`src/rtl/regfile_alu_seq.sv`:
```
`default_nettype none
// ============================================================================
// Module   : regfile_alu_seq
// Purpose  : Parametrised register file with registered reads, a sequenced
//            IDLE/EXEC/WB execute engine, an ALU with status flags, an
//            optional hardwired zero register and a sliced 16-bit LED view
//            of read port A. Buttons are edge-detected internally.
// Revision : 1.0 - initial release
// ============================================================================
module regfile_alu_seq #(
  parameter int XLEN     = 32,
  parameter int NREGS    = 32,
  parameter int ZERO_REG = 1
) (
  input  logic                                                clk,
  input  logic                                                rst_n,
  input  logic [15:0]                                         sw,
  input  logic                                                btnl,
  input  logic                                                btnc,
  input  logic [((XLEN/16) > 1 ? $clog2(XLEN/16) : 1)-1:0]    led_sel,
  output logic [15:0]                                         led,
  output logic                                                busy,
  output logic                                                flag_z,
  output logic                                                flag_v
);

  localparam int AW     = $clog2(NREGS);
  localparam int SHW    = $clog2(XLEN);
  localparam int NSLICE = XLEN / 16;
  localparam int LSW    = (NSLICE > 1) ? $clog2(NSLICE) : 1;
  localparam bit ZR_EN  = (ZERO_REG != 0);

  localparam logic [1:0] ST_IDLE = 2'd0;
  localparam logic [1:0] ST_EXEC = 2'd1;
  localparam logic [1:0] ST_WB   = 2'd2;

  localparam logic [3:0] OP_AND  = 4'b0000;
  localparam logic [3:0] OP_OR   = 4'b0001;
  localparam logic [3:0] OP_ADD  = 4'b0010;
  localparam logic [3:0] OP_SLTU = 4'b0011;
  localparam logic [3:0] OP_SUB  = 4'b0110;
  localparam logic [3:0] OP_SLT  = 4'b0111;
  localparam logic [3:0] OP_SRL  = 4'b1000;
  localparam logic [3:0] OP_SLL  = 4'b1001;
  localparam logic [3:0] OP_SRA  = 4'b1010;
  localparam logic [3:0] OP_XOR  = 4'b1101;

  // Button edge detection
  logic btnl_dly_q, btnl_dly_d, btnl_os_q, btnl_os_d;
  logic btnc_dly_q, btnc_dly_d, btnc_os_q, btnc_os_d;

  // Control state, address fields and captured command
  logic [1:0]      state_q, state_d;
  logic [AW-1:0]   rd_q, rd_d, rs1_q, rs1_d, rs2_q, rs2_d;
  logic [15:0]     cmd_q, cmd_d;

  // Datapath
  logic [XLEN-1:0] result_q, result_d;
  logic            res_v_q, res_v_d;
  logic [XLEN-1:0] read_a_q, read_a_d, read_b_q, read_b_d;
  logic            flag_z_q, flag_z_d, flag_v_q, flag_v_d;
  logic [XLEN-1:0] regs_q [NREGS];
  logic [XLEN-1:0] regs_d [NREGS];

  // Combinational helpers
  logic [XLEN-1:0] alu_res;
  logic            alu_v;
  logic [XLEN-1:0] imm_ext;
  logic [XLEN-1:0] sum_ab, diff_ab;
  logic [SHW-1:0]  sh_amt;
  logic            wr_en;

  // A single-cycle pulse on the cycle after a button is first sampled high
  always_comb begin
    btnl_dly_d = btnl;
    btnc_dly_d = btnc;
    btnl_os_d  = btnl & ~btnl_dly_q;
    btnc_os_d  = btnc & ~btnc_dly_q;
  end

  // Sequencer: execute beats address load when both pulses coincide in IDLE
  always_comb begin
    state_d = state_q;
    cmd_d   = cmd_q;
    rd_d    = rd_q;
    rs1_d   = rs1_q;
    rs2_d   = rs2_q;
    case (state_q)
      ST_IDLE: begin
        if (btnc_os_q) begin
          state_d = ST_EXEC;
          cmd_d   = sw;
        end else if (btnl_os_q) begin
          rd_d  = sw[10 +: AW];
          rs2_d = sw[5 +: AW];
          rs1_d = sw[0 +: AW];
        end
      end
      ST_EXEC: state_d = ST_WB;
      ST_WB:   state_d = ST_IDLE;
      default: state_d = ST_IDLE;
    endcase
  end

  // ALU on the registered read ports; unknown opcodes fall back to ADD
  always_comb begin
    sum_ab  = read_a_q + read_b_q;
    diff_ab = read_a_q - read_b_q;
    sh_amt  = read_b_q[SHW-1:0];
    alu_res = sum_ab;
    alu_v   = (read_a_q[XLEN-1] == read_b_q[XLEN-1]) &&
              (sum_ab[XLEN-1] != read_a_q[XLEN-1]);
    case (cmd_q[3:0])
      OP_AND: begin alu_res = read_a_q & read_b_q; alu_v = 1'b0; end
      OP_OR:  begin alu_res = read_a_q | read_b_q; alu_v = 1'b0; end
      OP_XOR: begin alu_res = read_a_q ^ read_b_q; alu_v = 1'b0; end
      OP_SUB: begin
        alu_res = diff_ab;
        alu_v   = (read_a_q[XLEN-1] != read_b_q[XLEN-1]) &&
                  (diff_ab[XLEN-1] != read_a_q[XLEN-1]);
      end
      OP_SLT: begin
        alu_res = {{(XLEN-1){1'b0}}, ($signed(read_a_q) < $signed(read_b_q))};
        alu_v   = 1'b0;
      end
      OP_SLTU: begin
        alu_res = {{(XLEN-1){1'b0}}, (read_a_q < read_b_q)};
        alu_v   = 1'b0;
      end
      OP_SRL: begin alu_res = read_a_q >> sh_amt; alu_v = 1'b0; end
      OP_SLL: begin alu_res = read_a_q << sh_amt; alu_v = 1'b0; end
      OP_SRA: begin alu_res = $unsigned($signed(read_a_q) >>> sh_amt); alu_v = 1'b0; end
      default: ; // ADD and every unassigned code
    endcase
  end

  // Result capture at the end of EXEC: immediate or ALU output
  always_comb begin
    imm_ext  = {{(XLEN-15){cmd_q[14]}}, cmd_q[14:0]};
    result_d = result_q;
    res_v_d  = res_v_q;
    if (state_q == ST_EXEC) begin
      if (cmd_q[15]) begin
        result_d = imm_ext;
        res_v_d  = 1'b0;
      end else begin
        result_d = alu_res;
        res_v_d  = alu_v;
      end
    end
  end

  // Writeback, flag update and read ports with same-cycle forwarding
  always_comb begin
    wr_en    = (state_q == ST_WB) && !(ZR_EN && (rd_q == '0));
    regs_d   = regs_q;
    flag_z_d = flag_z_q;
    flag_v_d = flag_v_q;
    if (wr_en) begin
      regs_d[rd_q] = result_q;
      flag_z_d     = (result_q == '0);
      flag_v_d     = res_v_q;
    end
    read_a_d = (ZR_EN && (rs1_q == '0)) ? '0 : regs_q[rs1_q];
    read_b_d = (ZR_EN && (rs2_q == '0)) ? '0 : regs_q[rs2_q];
    if (wr_en && (rs1_q == rd_q)) read_a_d = result_q;
    if (wr_en && (rs2_q == rd_q)) read_b_d = result_q;
  end

  // All state flops; button delay flops reset high to mask a held button
  always_ff @(posedge clk or negedge rst_n) begin
    if (!rst_n) begin
      btnl_dly_q <= 1'b1;
      btnc_dly_q <= 1'b1;
      btnl_os_q  <= 1'b0;
      btnc_os_q  <= 1'b0;
      state_q    <= ST_IDLE;
      cmd_q      <= '0;
      rd_q       <= '0;
      rs1_q      <= '0;
      rs2_q      <= '0;
      result_q   <= '0;
      res_v_q    <= 1'b0;
      read_a_q   <= '0;
      read_b_q   <= '0;
      flag_z_q   <= 1'b0;
      flag_v_q   <= 1'b0;
      for (int i = 0; i < NREGS; i++) regs_q[i] <= '0;
    end else begin
      btnl_dly_q <= btnl_dly_d;
      btnc_dly_q <= btnc_dly_d;
      btnl_os_q  <= btnl_os_d;
      btnc_os_q  <= btnc_os_d;
      state_q    <= state_d;
      cmd_q      <= cmd_d;
      rd_q       <= rd_d;
      rs1_q      <= rs1_d;
      rs2_q      <= rs2_d;
      result_q   <= result_d;
      res_v_q    <= res_v_d;
      read_a_q   <= read_a_d;
      read_b_q   <= read_b_d;
      flag_z_q   <= flag_z_d;
      flag_v_q   <= flag_v_d;
      regs_q     <= regs_d;
    end
  end

  // LED window onto read port A; out-of-range selects fall back to slice 0
  generate
    if (NSLICE > 1) begin : g_led_multi
      always_comb begin
        led = read_a_q[15:0];
        for (int s = 1; s < NSLICE; s++) begin
          if (led_sel == LSW'(s)) led = read_a_q[16*s +: 16];
        end
      end
    end else begin : g_led_single
      logic unused_sel;
      assign unused_sel = |led_sel;
      assign led        = read_a_q[15:0];
    end
  endgenerate

  assign busy   = (state_q != ST_IDLE);
  assign flag_z = flag_z_q;
  assign flag_v = flag_v_q;

endmodule
`default_nettype wire

```
`config.mk`:
```
export PLATFORM = sky130hd
export DESIGN_NAME = regfile_alu_seq
export DESIGN_NICKNAME = d
export VERILOG_FILES = /design/src/rtl/regfile_alu_seq.sv
export SDC_FILE = /design/constraint.sdc
export NUM_CORES = 2
export LEC_CHECK = 0
export CAP_MARGIN = 30
export CORE_ASPECT_RATIO = 1.4
export CORE_MARGIN = 5
export CORE_UTILIZATION = 45
export DETAILED_ROUTE_END_ITERATION = 8
export DONT_BUFFER_PORTS = 1
export GPL_ROUTABILITY_DRIVEN = 0
export PLACE_DENSITY = 0.68
export SYNTH_ARGS = -nofsm -noshare
export SYNTH_HDL_FRONTEND = slang
export SYNTH_SLANG_ARGS = --single-unit
```
`constraint.sdc`:
```
create_clock -name clk -period 3.6 [get_ports clk]
set_clock_uncertainty 0.15 [all_clocks]
set_input_delay 0.18 -clock clk [delete_from_list [all_inputs] [get_ports clk]]
set_output_delay 0.18 -clock clk [all_outputs]
set_load 0.01 [all_outputs]
```
# After elaboration in Yosys (flattened, before gate mapping)

Cells that the tools add are included.

Register bits: 1160

Reduce and logical (&&, ||, !) cells: 17
Shift-type cells: 3
Muxes and demuxes: 20
Add/sub/neg operators: 2
Magnitude comparators: 6
Bitwise gates (word level): 11
Eq/ne operators: 17

Operators by type and width:

| kind                                                             | count |
|---|---|
| 1024-bit bitwise mux                                             | 1 |
| 32-bit binary-select mux with 5-bit select                       | 2 |
| 32-bit two-way mux                                               | 10 |
| 32-bit case mux with 9 select lines                              | 1 |
| 32-bit demux with 5-bit select                                   | 1 |
| 32-bit less-than comparator                                      | 2 |
| 32-bit adder                                                     | 1 |
| 32-bit AND                                                       | 1 |
| 32-bit logical NOT                                               | 1 |
| 32-bit bitwise OR                                                | 1 |
| 32-bit by 5-bit << shifter with 32-bit output                    | 1 |
| 32-bit by 5-bit right shift with 32-bit output                   | 1 |
| 32-bit by 5-bit >>> shifter with 32-bit output                   | 1 |
| 32-bit subtractor                                                | 1 |
| 32-bit bitwise XOR                                               | 1 |
| 6-bit >= comparator (second input constant)                      | 3 |
| 5-bit NOT with 6-bit output                                      | 3 |
| 4-bit == test (second input constant)                            | 4 |
| 16-bit two-way mux                                               | 1 |
| 5-bit logical NOT                                                | 3 |
| 5-bit == test                                                    | 2 |
| 4-bit by 3-bit == test with 1-bit output (second input constant) | 2 |
| 8-bit OR reduction                                               | 1 |
| 1-bit logical AND                                                | 6 |
| 20 further kinds                                                 | 25 |

# Depth between registers and ports, before layout

Depth in word-level cells: 6
Depth in mapped cells: 15
Depth with buffers taken out: 13

# Least setup slack after synthesis

No wires, ideal clock.

Kind: register to register
Start: register read_b_q[2]
End: register result_q[18]
Setup slack: -165 ps
Setup time: 136 ps
Period minus slack after synthesis: 3765 ps
Stages on the path, launching flop included: 16
Required time: 3314 ps
Arrival time: 3480 ps
Cells stage by stage: dfrtp_1 -> inv_1 -> buf_2 -> buf_2 -> clkbuf_1 -> ha_1 -> buf_2 -> nor2b_1 -> o31ai_1 -> nand2_1 -> a21o_1 -> a211o_1 -> a31oi_1 -> nor2_1 -> a2111oi_0 -> nor3_1

Cells in the longest elaborated chain, start to end: 3
Elaborated cells on any way between the ends: 7

Ends and longest elaborated chain:

| item                                       | RTL line | text |
|---|---|---|
| start, declared                            | 60       | `logic [XLEN-1:0] read_a_q, read_a_d, read_b_q, read_b_d;` |
| start signal, assigned                     | 202      | `read_b_q <= read_b_d;` |
| 32-bit adder, or another cell as far along | 107      | `sum_ab = read_a_q + read_b_q;` |
| 32-bit case mux with 9 select lines (*)    | 113      | `case (cmd_q[3:0])` |
| 32-bit two-way mux (*)                     | 143      | `if (cmd_q[15]) begin` |
| end signal, assigned                       | 199      | `result_q <= result_d;` |
| end, declared                              | 58       | `logic [XLEN-1:0] result_q, result_d;` |

Mark *: on every way between the ends. The rest lies on a longest branch, timed or not.
A chain may end at the register's enable or synchronous reset.

# Final worst setup path

Start: register read_b_q[0]
End: register result_q[29]

Same word-level chain as after synthesis.

==> metrics.md <==
| Metric | Value |
|---|---|
| Main combinational cell family by area after synthesis | multiplexers |
| Die W | 341 um |
| Critical path fanouts, max | 81 |
| Root Driver | clkbuf_16 |
| Clk Latency, worst-skew pair | 0.75 ns |
| Adder-cell share of the synthesized area | 0.0181 |
| Max H-tree Level | 3 |
| Max Root-Sink Buffers | 3 |
| DP Worst Slack | 0.153 ns |
| Net Count, Synth | 6,048 |
| Status | finished clean |
| WL/cell | 31.1 um |
| Setup ws final | 0.0372 ns |
| Post-synth EDFFs | 0 |
| Post-route DRC | 0 |
| Simple logic cell fraction of the synthesized area | 0.0457 |
| Yosys cell types | 99 |
| Cell taking the most area after synthesis | dfrtp_1 |
| Worst-margin pin slew | 1.21 ns |
| Yosys reg bits | 1,160 |
| Main synth FF type | dfrtp_1 |
| Initial antenna violation count | 15 |
| Setup TNS | 0 ns |
| Tmin final | 3.56 ns |
| Setup crit end kind | register |
| Critical Path RT | 4.08 ns |
| Number of I/O pins | 40 |
| Layout cells sized above 1 | 0.360 |
| Die ar. | 162,000 sq um |
| # port buffers | 0 |
| Number of global-route vias before repair | 54,800 |
| Hold Slack | 0.0274 ns |
| WS Path Type | reg2reg |
| Core ar. | 153,000 sq um |
| CP arrival | 4.05 ns |
| Seq/Total Area, Yosys | 0.420 |
| Starting Density | 0.452 |
| Row cnt | 170 |
| Mux cell area share after synthesis | 0.351 |
| GRT Util Overall | 0.299 |
| Period Utilization, post-route | 0.990 |
| Top-count cell post-synth | mux2_2 |
| Max Slew Vio Count | 0 |
| Die height | 474 um |
| Leading post-synthesis cells by cell area | dfrtp_1 42%, mux2_2 19%, mux4_2 9.3%, mux2i_1 6.5%, o21ai_0 3.3% |
| Syn-to-layout area delta | 12.6% |
| Synth warnings | 0 |
| Setup violators final | 0 |
| Power, Total | 63.8 mW |
| Pre-antenna DRT Iters | 8 |
| Hold Path Class | in2async |
| Asr flop ratio synth | 1.00 |
| Via density | 6.84 |
| CTS Sinks | 1,160 |
| Post-Syn Area | 69,100 sq um |
| Max-slew headroom | 0.182 |
| Synth Area in Compound Gates | 0.121 |
| Syn Inst Count | 5,928 |
| Leakage Power | 35.0 nW |
| Nets | 5,973 |
| Final hold viol count | 0 |
| Peak supply drop | 0.582 mV |
| Reg2Reg Depth | 10 |
| Cell Pwr Density | 820 nW/um^2 |
| Startpoint type of the worst setup path | register |
| Post-DRT Antenna Nets | 0 |
| DRT Wirelength | 247,000 um |
| Total CTS buffers | 109 |
| Synth Area in XOR/XNOR | 0.00304 |
| Largest net degree at the start of global routing | 170 |
| Avg Cell Area, Syn | 11.7 sq um |
| First-pass GRT wire length | 363,000 um |
| Max Cap Viol | 0 |
| Reg clk slew, reported paths | 0.07 ns |
| Detailed Route Iter0 Violations | 6,231 |
| Post-DP HPWL | 158,000 um |
| Via count | 54,200 |
| Grt total ovfl | 0 |
| Synth top cells by count | 1,176 x mux2_2, 1,158 x dfrtp_1, 456 x o21ai_0, 451 x mux2i_1, 414 x clkbuf_1 |
| Highest clock rate | 0.281 GHz |
| CTS tree | done |
| Share of the synthesized area in the top cell type | 0.419 |
## flip-flops by register name (all words and copies together) (netlist names)
| name | flops |
|---|---|
| regs_q | 1024 |
| read_a_q | 32 |
| read_b_q | 32 |
| result_q | 32 |
| cmd_q | 16 |
| rd_q | 5 |
| rs1_q | 5 |
| rs2_q | 5 |
| state_q | 2 |
| btnc_dly_q | 1 |
| btnc_os_q | 1 |
| btnl_dly_q | 1 |
| btnl_os_q | 1 |
| flag_v | 1 |
| flag_z | 1 |
| res_v_q | 1 |
## kinds of logic after synthesis
family                     count (synthesis)
xor gates and xnor gates                  24
adders and majority gates                 99
DFF                                     1160
and+or+nand+nor                          702
muxes                                   1920
AOI/OAI and AO/OA                       1313
buffers and inverters                    710
## worst max-delay path, cell delays in order, from the launching register on
cell	delay, ns
dfrtp_4	0.45
buf_12	0.41
mux2i_1	0.54
o22ai_1	0.19
a221oi_2	0.33
o221ai_1	0.34
and2_1	0.30
a2111oi_4	0.32
mux2i_1	0.13
a21oi_1	0.17
nor2_1	0.06
## through the flow
step	cells	cell area (sq um)	util
finish	7929	77900	0.508
global route	7917	77800	0.508
CTS	7911	77700	0.507
detailed placement	7690	73800	0.482
global placement	7671	73300	0.479
floorplan	5928	69200	-
## placed cells by master (no fill, tap or decap), types with 12 or more instances in the layout
cell type and n:
mux2_2 1176, dfrtp_1 1144, o21ai_0 456, mux2i_1 450
buf_4 289, mux4_2 286, a21oi_1 270, nor2_1 269
nand2_1 185, a221oi_1 141, a22oi_1 135, clkbuf_16 112
inv_1 104, ha_1 97, o211ai_1 85, buf_12 81
nor3_1 36, nand3_1 32, a21o_1 29, a211oi_1 29
clkbuf_1 25, dlygate4sd3_1 24, nand2b_1 21, buf_16 20
xnor2_1 18, nor4_1 18, clkbuf_8 17, nor2b_1 15
clkinv_2 15, nor2_4 14, o22ai_1 14, diode_2 13
o31ai_1 13, a31oi_1 12, nand2_2 12
## per-layer routing
layer	part of all wire	global-route usage
met1	0.36	0.363
met2	0.46	0.473
met3	0.099	0.0785
met4	0.082	0.198
met5	0.000049	0
## final cells by class
| cell class | instances | area (sq um) |
|---|---|---|
| Fill cell | 13100 | 75300 |
| Multi-Input combinational cell | 4058 | 37600 |
| Sequential cell | 1160 | 29100 |
| Timing Repair Buffer | 418 | 4610 |
| Clock buffer | 154 | 3130 |
| Tap cell | 1978 | 2470 |
| Clock inverter | 42 | 537 |
| Inverter | 106 | 398 |
| Antenna cell | 13 | 32.5 |
## path summary, 6_finish.rpt
kind / slack, ns / to / startpoint
worst max register to register: 0.04 / result_q[29] / read_b_q[0]
worst min-delay path: 0.03 / regs_q[33] / rst_n
worst min register to register: 0.25 / regs_q[1007] / regs_q[1007]
worst max-delay path: 0.04 / result_q[29] / read_b_q[0]
max in group asynchronous: 2.22 / regs_q[562] / rst_n
min in group clk: 0.04 / cmd_q[8] / sw[8]
## repair_timing
item | in CTS | in global routing
gates resized for setup | 0 | 10
hold buffers | 25 | 0
setup endpoints to repair | 0 | 12
setup buffers | 0 | 1
hold endpoints to repair | 1066 | 0
## where the power goes
group	internal, mW	total, mW	switching, mW
registers	16.7	20.2	3.49
logic	13.1	31.5	18.4
clock network	6.79	12.2	5.37
total	36.6	63.8	27.2
(Power assumes the default switching activity.)
